**src/rtl/mod_pipe_pkg.sv**
```systemverilog
// Shared definitions for the modulation pipe: default geometry and the
// serializer state encoding. The segment stages import this package too.
package mod_pipe_pkg;

  localparam int WORD_W_DEF     = 32;
  localparam int DATA_W_DEF     = 32;
  localparam int SYM_CYCLES_DEF = 8;

  typedef enum logic {
    IDLE  = 1'b0,
    SHIFT = 1'b1
  } ser_state_t;

  // Counter width that still works when only one value is needed.
  function automatic int cnt_width(input int n);
    return (n > 1) ? $clog2(n) : 1;
  endfunction

endpackage

```
**src/rtl/mod_sym_timer.sv**
```systemverilog
// Symbol-period timer. Down-counts from SYM_CYCLES-1; tick marks the last
// cycle of a symbol, tick_next predicts whether the following cycle will be.
module mod_sym_timer
  import mod_pipe_pkg::*;
#(
  parameter int SYM_CYCLES = SYM_CYCLES_DEF
) (
  input  logic clk,
  input  logic reset,
  input  logic restart,
  output logic tick,
  output logic tick_next
);

  localparam int          SYM_W = cnt_width(SYM_CYCLES);
  localparam logic [SYM_W-1:0] LOAD = SYM_W'(SYM_CYCLES - 1);

  logic [SYM_W-1:0] cnt;

  // Reload at the start of every symbol, otherwise count down and park at zero.
  always_ff @(posedge clk or negedge reset) begin
    if (!reset) begin
      cnt <= LOAD;
    end else if (restart) begin
      cnt <= LOAD;
    end else if (cnt != '0) begin
      cnt <= cnt - SYM_W'(1);
    end
  end

  assign tick      = (cnt == '0);
  // A restart makes the next cycle the last one only for single-cycle symbols.
  assign tick_next = restart ? (SYM_CYCLES == 1) : (cnt == SYM_W'(1));

endmodule

```
**src/rtl/mod_bit_serializer.sv**
```systemverilog
// Word-to-bit serializer feeding the segment stages. One-word holding buffer
// in front of an LSB-first shifter; each bit is held for SYM_CYCLES clocks.
//
//   state | meaning
//   IDLE  | shifter empty, outputs quiet, waiting for the hold buffer to fill
//   SHIFT | emitting a word, one bit per symbol period
module mod_bit_serializer
  import mod_pipe_pkg::*;
#(
  parameter int WORD_W     = WORD_W_DEF,
  parameter int DATA_W     = DATA_W_DEF,
  parameter int SYM_CYCLES = SYM_CYCLES_DEF
) (
  input  logic              clk,
  input  logic              reset,
  input  logic              flush,
  input  logic [WORD_W-1:0] in_data,
  input  logic              in_valid,
  output logic              in_ready,
  output logic [DATA_W-1:0] input_bit,
  output logic [DATA_W-1:0] zero,
  output logic              bit_strobe,
  output logic              word_start,
  output logic              word_done,
  output logic              bit_active
);

  localparam int               BIT_W    = $clog2(WORD_W);
  localparam logic [BIT_W-1:0] LAST_BIT = BIT_W'(WORD_W - 1);

  ser_state_t        state;
  logic              rdy_en;
  logic              hold_valid;
  logic [WORD_W-1:0] hold_data;
  logic [WORD_W-1:0] shifter;
  logic [BIT_W-1:0]  bit_cnt;
  logic              out_bit;

  logic              sym_tick;
  logic              sym_tick_next;
  logic              accept;
  logic              end_word;
  logic              load_now;
  logic              advance;
  logic              restart;
  logic              shift_nxt;
  logic              done_nxt;
  logic [BIT_W-1:0]  bit_cnt_nxt;

  mod_sym_timer #(.SYM_CYCLES(SYM_CYCLES)) u_sym_timer (
    .clk       (clk),
    .reset     (reset),
    .restart   (restart),
    .tick      (sym_tick),
    .tick_next (sym_tick_next)
  );

  // rdy_en keeps in_ready low until the first edge after reset release.
  assign in_ready  = rdy_en && !hold_valid && !flush;
  assign accept    = in_valid && in_ready;
  assign input_bit = DATA_W'(out_bit);
  assign zero      = '0;

  // Next-state decode; word_done is predicted one cycle early so it can be registered.
  always_comb begin
    end_word    = (state == SHIFT) && sym_tick && (bit_cnt == LAST_BIT);
    advance     = (state == SHIFT) && sym_tick && (bit_cnt != LAST_BIT);
    load_now    = hold_valid && ((state == IDLE) || end_word);
    restart     = flush || load_now || advance;
    shift_nxt   = load_now || ((state == SHIFT) && !end_word);
    bit_cnt_nxt = bit_cnt;
    if (load_now) begin
      bit_cnt_nxt = '0;
    end else if (advance) begin
      bit_cnt_nxt = bit_cnt + BIT_W'(1);
    end
    done_nxt = shift_nxt && (bit_cnt_nxt == LAST_BIT) && sym_tick_next;
  end

  // Hold buffer, shifter, bit counter, state and registered outputs.
  always_ff @(posedge clk or negedge reset) begin
    if (!reset) begin
      state      <= IDLE;
      rdy_en     <= 1'b0;
      hold_valid <= 1'b0;
      hold_data  <= '0;
      shifter    <= '0;
      bit_cnt    <= '0;
      out_bit    <= 1'b0;
      bit_strobe <= 1'b0;
      word_start <= 1'b0;
      word_done  <= 1'b0;
      bit_active <= 1'b0;
    end else begin
      rdy_en <= 1'b1;
      if (flush) begin
        state      <= IDLE;
        hold_valid <= 1'b0;
        hold_data  <= '0;
        shifter    <= '0;
        bit_cnt    <= '0;
        out_bit    <= 1'b0;
        bit_strobe <= 1'b0;
        word_start <= 1'b0;
        word_done  <= 1'b0;
        bit_active <= 1'b0;
      end else begin
        if (accept) begin
          hold_valid <= 1'b1;
          hold_data  <= in_data;
        end else if (load_now) begin
          hold_valid <= 1'b0;
        end
        state      <= shift_nxt ? SHIFT : IDLE;
        bit_cnt    <= bit_cnt_nxt;
        bit_strobe <= load_now || advance;
        word_start <= load_now;
        word_done  <= done_nxt;
        bit_active <= shift_nxt;
        if (load_now) begin
          shifter <= hold_data >> 1;
          out_bit <= hold_data[0];
        end else if (advance) begin
          shifter <= shifter >> 1;
          out_bit <= shifter[0];
        end else if (!shift_nxt) begin
          out_bit <= 1'b0;
        end
      end
    end
  end

endmodule

```
**config.mk**
```make
export PLATFORM = sky130hd
export DESIGN_NAME = mod_bit_serializer
export DESIGN_NICKNAME = d
export VERILOG_FILES = /design/src/rtl/mod_pipe_pkg.sv /design/src/rtl/mod_sym_timer.sv /design/src/rtl/mod_bit_serializer.sv
export SDC_FILE = /design/constraint.sdc
export NUM_CORES = 1
export LEC_CHECK = 0
export CORE_AREA = 8 8 119 121
export DETAILED_ROUTE_END_ITERATION = 8
export DIE_AREA = 0 0 127 129
export SLEW_MARGIN = 40
export SYNTH_ARGS = -nofsm -noshare
export SYNTH_HDL_FRONTEND = slang
export SYNTH_SLANG_ARGS = --single-unit
```
**constraint.sdc**
```tcl
create_clock -name clk -period 2.7 [get_ports clk]
set_input_delay 0.675 -clock clk [delete_from_list [all_inputs] [get_ports clk]]
set_output_delay 0.675 -clock clk [all_outputs]
set_load 0.05 [all_outputs]
```
==> impl_metrics.env <==
export IMPL_grt_max_degree=70
export IMPL_path_cells="ha_1 -> and3_1 -> ha_1 -> and4bb_2 -> buf_4 -> nand4_1 -> xor2_1 -> nor2_1"
export IMPL_r2r_end="bit_cnt[3]$_DFF_PN0_"
export IMPL_crit_arrival_ns=2.59
export IMPL_synth_area_per_cell_um2=9.325
export IMPL_ys_seq_elements=78
export IMPL_finish_utilization_pct=39.42
export IMPL_first_pass_iters=4
export IMPL_cp_slowest_cell="and4bb_2"
export IMPL_area_growth_pct=14.90
export IMPL_clock_path_buffers=2
export IMPL_peakVddDrop_mv=0.2647
export IMPL_clkSlewWorstSetupHoldPaths_ns=0.06
export IMPL_holdBufCountCts=0
export IMPL_numCtsBuffers=9
export IMPL_synth_cells=453
export IMPL_die_area_um2=16380
export IMPL_cts_setup_buffers=0
export IMPL_synth_edff_count=0
export IMPL_synth_warnings=0
export IMPL_crit_top_cell="ha_1"
export IMPL_yosysSeqAreaShare_pct=46.30
export IMPL_n_fill_cell=1230
export IMPL_gr_total_overflow=0
export IMPL_final_nets=525
export IMPL_worst_pin_slew_ns=0.7484
export IMPL_rows=41
export IMPL_critical_path_top_delay_family="simple AND/OR/NAND/NOR gates"
export IMPL_ios=105
export IMPL_portBuffers=41
export IMPL_synth_distinct_cells=39
export IMPL_slew_viol_final=0
export IMPL_core_area_um2=12310
export IMPL_grt_setup_unrepaired="false"
export IMPL_cts_sinks=78
export IMPL_synth_cell_area_um2=4224
export IMPL_finalCritPeriodShare_pct=88.21
export IMPL_cpPeakStageDelay_ns=0.55
export IMPL_drt_initial_drc_count=170
export IMPL_cp_end_kind="flop"
export IMPL_cp_required_ns=2.91
export IMPL_grt_first_pass_wirelength_mm=14.03
export IMPL_fp_dieH_um=129
export IMPL_finalSetupTns_ns=0
export IMPL_antenna_found_initial=0
export IMPL_cts_tree="built"
export IMPL_worstPathMaxFanout=17
export IMPL_gp_congestion=0.7483
export IMPL_dp_hpwl_mm=5.848
export IMPL_r2r_setup_slack_ns=0.32
export IMPL_htreeDepth=3
export IMPL_setup_viol=0
export IMPL_worst_path_buf_inv=1
export IMPL_fin_skew_ns=0.007147
export IMPL_drive_gt1_share_pct=11.04
export IMPL_p_leak_nw=2.123
export IMPL_antenna_left=0
export IMPL_die_w_um=127
export IMPL_initial_utilization_pct=34.31
export IMPL_viasPerCell=4.560
export IMPL_critPathKind="flop to flop"
export IMPL_dpl_worst_slack_ns=0.3282
export IMPL_hp_class="input port to async pin"
export IMPL_multi_input_area_um2=1856
export IMPL_yosys_most_used_dff="dfrtp_1"
export IMPL_drcViolationCount=0
export IMPL_grt_use_total_pct=10.41
export IMPL_final_cells=639
export IMPL_p_total_mw=2.987
export IMPL_r2r_start="bit_cnt[0]$_DFF_PN0_"
export IMPL_setup_slack_ns=0.3184
export IMPL_ff_latch_area_um2=1956
export IMPL_wl_mm=8.560
export IMPL_diodes=0
export IMPL_clockRootBuffer="clkbuf_16"
export IMPL_drv_cap=0
export IMPL_slew_headroom_pct=50.10
export IMPL_outcome="finished, final reports clean"
export IMPL_r2r_cells=8
export IMPL_period_needed_ns=2.382
export IMPL_grt_pass1_vias=2994
export IMPL_fmax_ghz=0.4199
export IMPL_vias=2914
export IMPL_async_flop_share_pct=100.0
export IMPL_clk_latency_ns=0.33
export IMPL_cts_repair_resized=0
export IMPL_crit_path_start_kind="flop"
export IMPL_hold_viol=0
export IMPL_power_density_nw_per_um2=615.4
export IMPL_placedCellCount=623
export IMPL_wire_per_inst_um=13.40
flip-flops by register name (all words and copies together) (netlist names), 3 cells and up:
| register | flops |
|---|---|
| bit_cnt | 5 |
| u_sym_timer.cnt | 3 |
| shifter | 31 |
| hold_data | 32 |
per-layer routing:
layer / wire, µm / vias to the layer above / global-route usage [%] / part of all wire [%]
li1: - / 1439 / - / -
met1: 3921 / 1395 / 13.02 / 46
met2: 4021 / 72 / 16.77 / 47
met3: 530 / 8 / 3.269 / 6.2
met4: 87 / 0 / 3.359 / 1.0
met5: 0 / - / 0 / 0
where the power goes:
| part | internal (mW) | switching [mW] |
|---|---|---|
| Sequential | 1.25 | 0.0457 |
| Combinational | 0.145 | 0.366 |
| Clock | 0.738 | 0.446 |
logic make-up after synthesis:
kind of cell    share of synthesized area (%)
other cells                            0.1778
fa+ha+maj                               1.481
simple gates                            19.88
flops                                   46.30
compound gates                          14.75
buf+inv                                 15.61
mux                                     1.185
xor+xnor                               0.6222
cells in the mapped netlist (2+ instances only):
| library cell | n | share of area, % |
|---|---|---|
| nor2_1 | 40 | 3.6 |
| a21oi_1 | 5 | 0.59 |
| buf_4 | 68 | 12 |
| a311oi_2 | 17 | 6.0 |
| conb_1 | 2 | 0.18 |
| and3_1 | 2 | 0.30 |
| nand2_1 | 100 | 8.9 |
| and2_1 | 2 | 0.30 |
| dfrtp_1 | 75 | 44 |
| nand3_1 | 2 | 0.24 |
| mux2i_1 | 5 | 1.2 |
| inv_1 | 4 | 0.36 |
| o21ai_0 | 32 | 3.8 |
| clkbuf_1 | 7 | 0.62 |
| a311oi_1 | 13 | 2.7 |
| clkbuf_2 | 2 | 0.24 |
| nor2b_1 | 2 | 0.30 |
| nand2b_1 | 31 | 4.6 |
| buf_6 | 2 | 0.53 |
| buf_2 | 15 | 1.8 |
| ha_1 | 5 | 1.5 |
| nor4_1 | 2 | 0.30 |
| dfstp_2 | 3 | 1.9 |
| xor2_1 | 2 | 0.41 |
worst max path at each step:
| stage | start | end | cells past startpoint |
|---|---|---|---|
| finish | bit_cnt[0]$_DFF_PN0_ | bit_cnt[3]$_DFF_PN0_ | 8 |
| global route | bit_cnt[0]$_DFF_PN0_ | shifter[10]$_DFFE_PN0P_ | 7 |
| CTS | bit_cnt[0]$_DFF_PN0_ | shifter[7]$_DFFE_PN0P_ | 7 |
| detailed placement | bit_cnt[0]$_DFF_PN0_ | bit_cnt[3]$_DFF_PN0_ | 8 |
| global placement | bit_cnt[0]$_DFF_PN0_ | bit_cnt[3]$_DFF_PN0_ | 8 |
| floorplan | flush | hold_data[0]$_DFFE_PN0P_ | 6 |
cell type report:
cell class	instances	share of cell area [%]
Clock inverter	4	0.9796
Inverter	4	0.3094
Multi-Input combinational cell	339	38.23
Tap cell	150	3.867
Timing Repair Buffer	52	11.24
Sequential cell	78	40.29
Clock buffer	12	5.079
metrics by stage:
stage / hold slack, ns / instance area [µm²]
2_1_floorplan: 0.3794 / 4457
3_3_place_gp: 0.4988 / 4559
3_5_place_dp: 0.5165 / 4559
4_1_cts: 0.3957 / 4853
5_1_grt: 0.4285 / 4853
6_report: 0.3748 / 4853
cells in the final DEF, fill, tap and decap left out, types with 3 or more instances in the layout:
| cell type | count |
|---|---|
| dfstp_2 | 3 |
| nand2b_1 | 31 |
| a311oi_2 | 17 |
| conb_1 | 64 |
| ha_1 | 5 |
| clkbuf_16 | 9 |
| a21oi_1 | 5 |
| buf_12 | 5 |
| nand2_1 | 100 |
| buf_4 | 8 |
| a311oi_1 | 13 |
| clkdlybuf4s50_1 | 38 |
| inv_1 | 4 |
| dfrtp_1 | 75 |
| nor2_1 | 40 |
| o21ai_0 | 32 |
| mux2i_1 | 5 |
No activity file was read; power rests on OpenSTA's default activity.
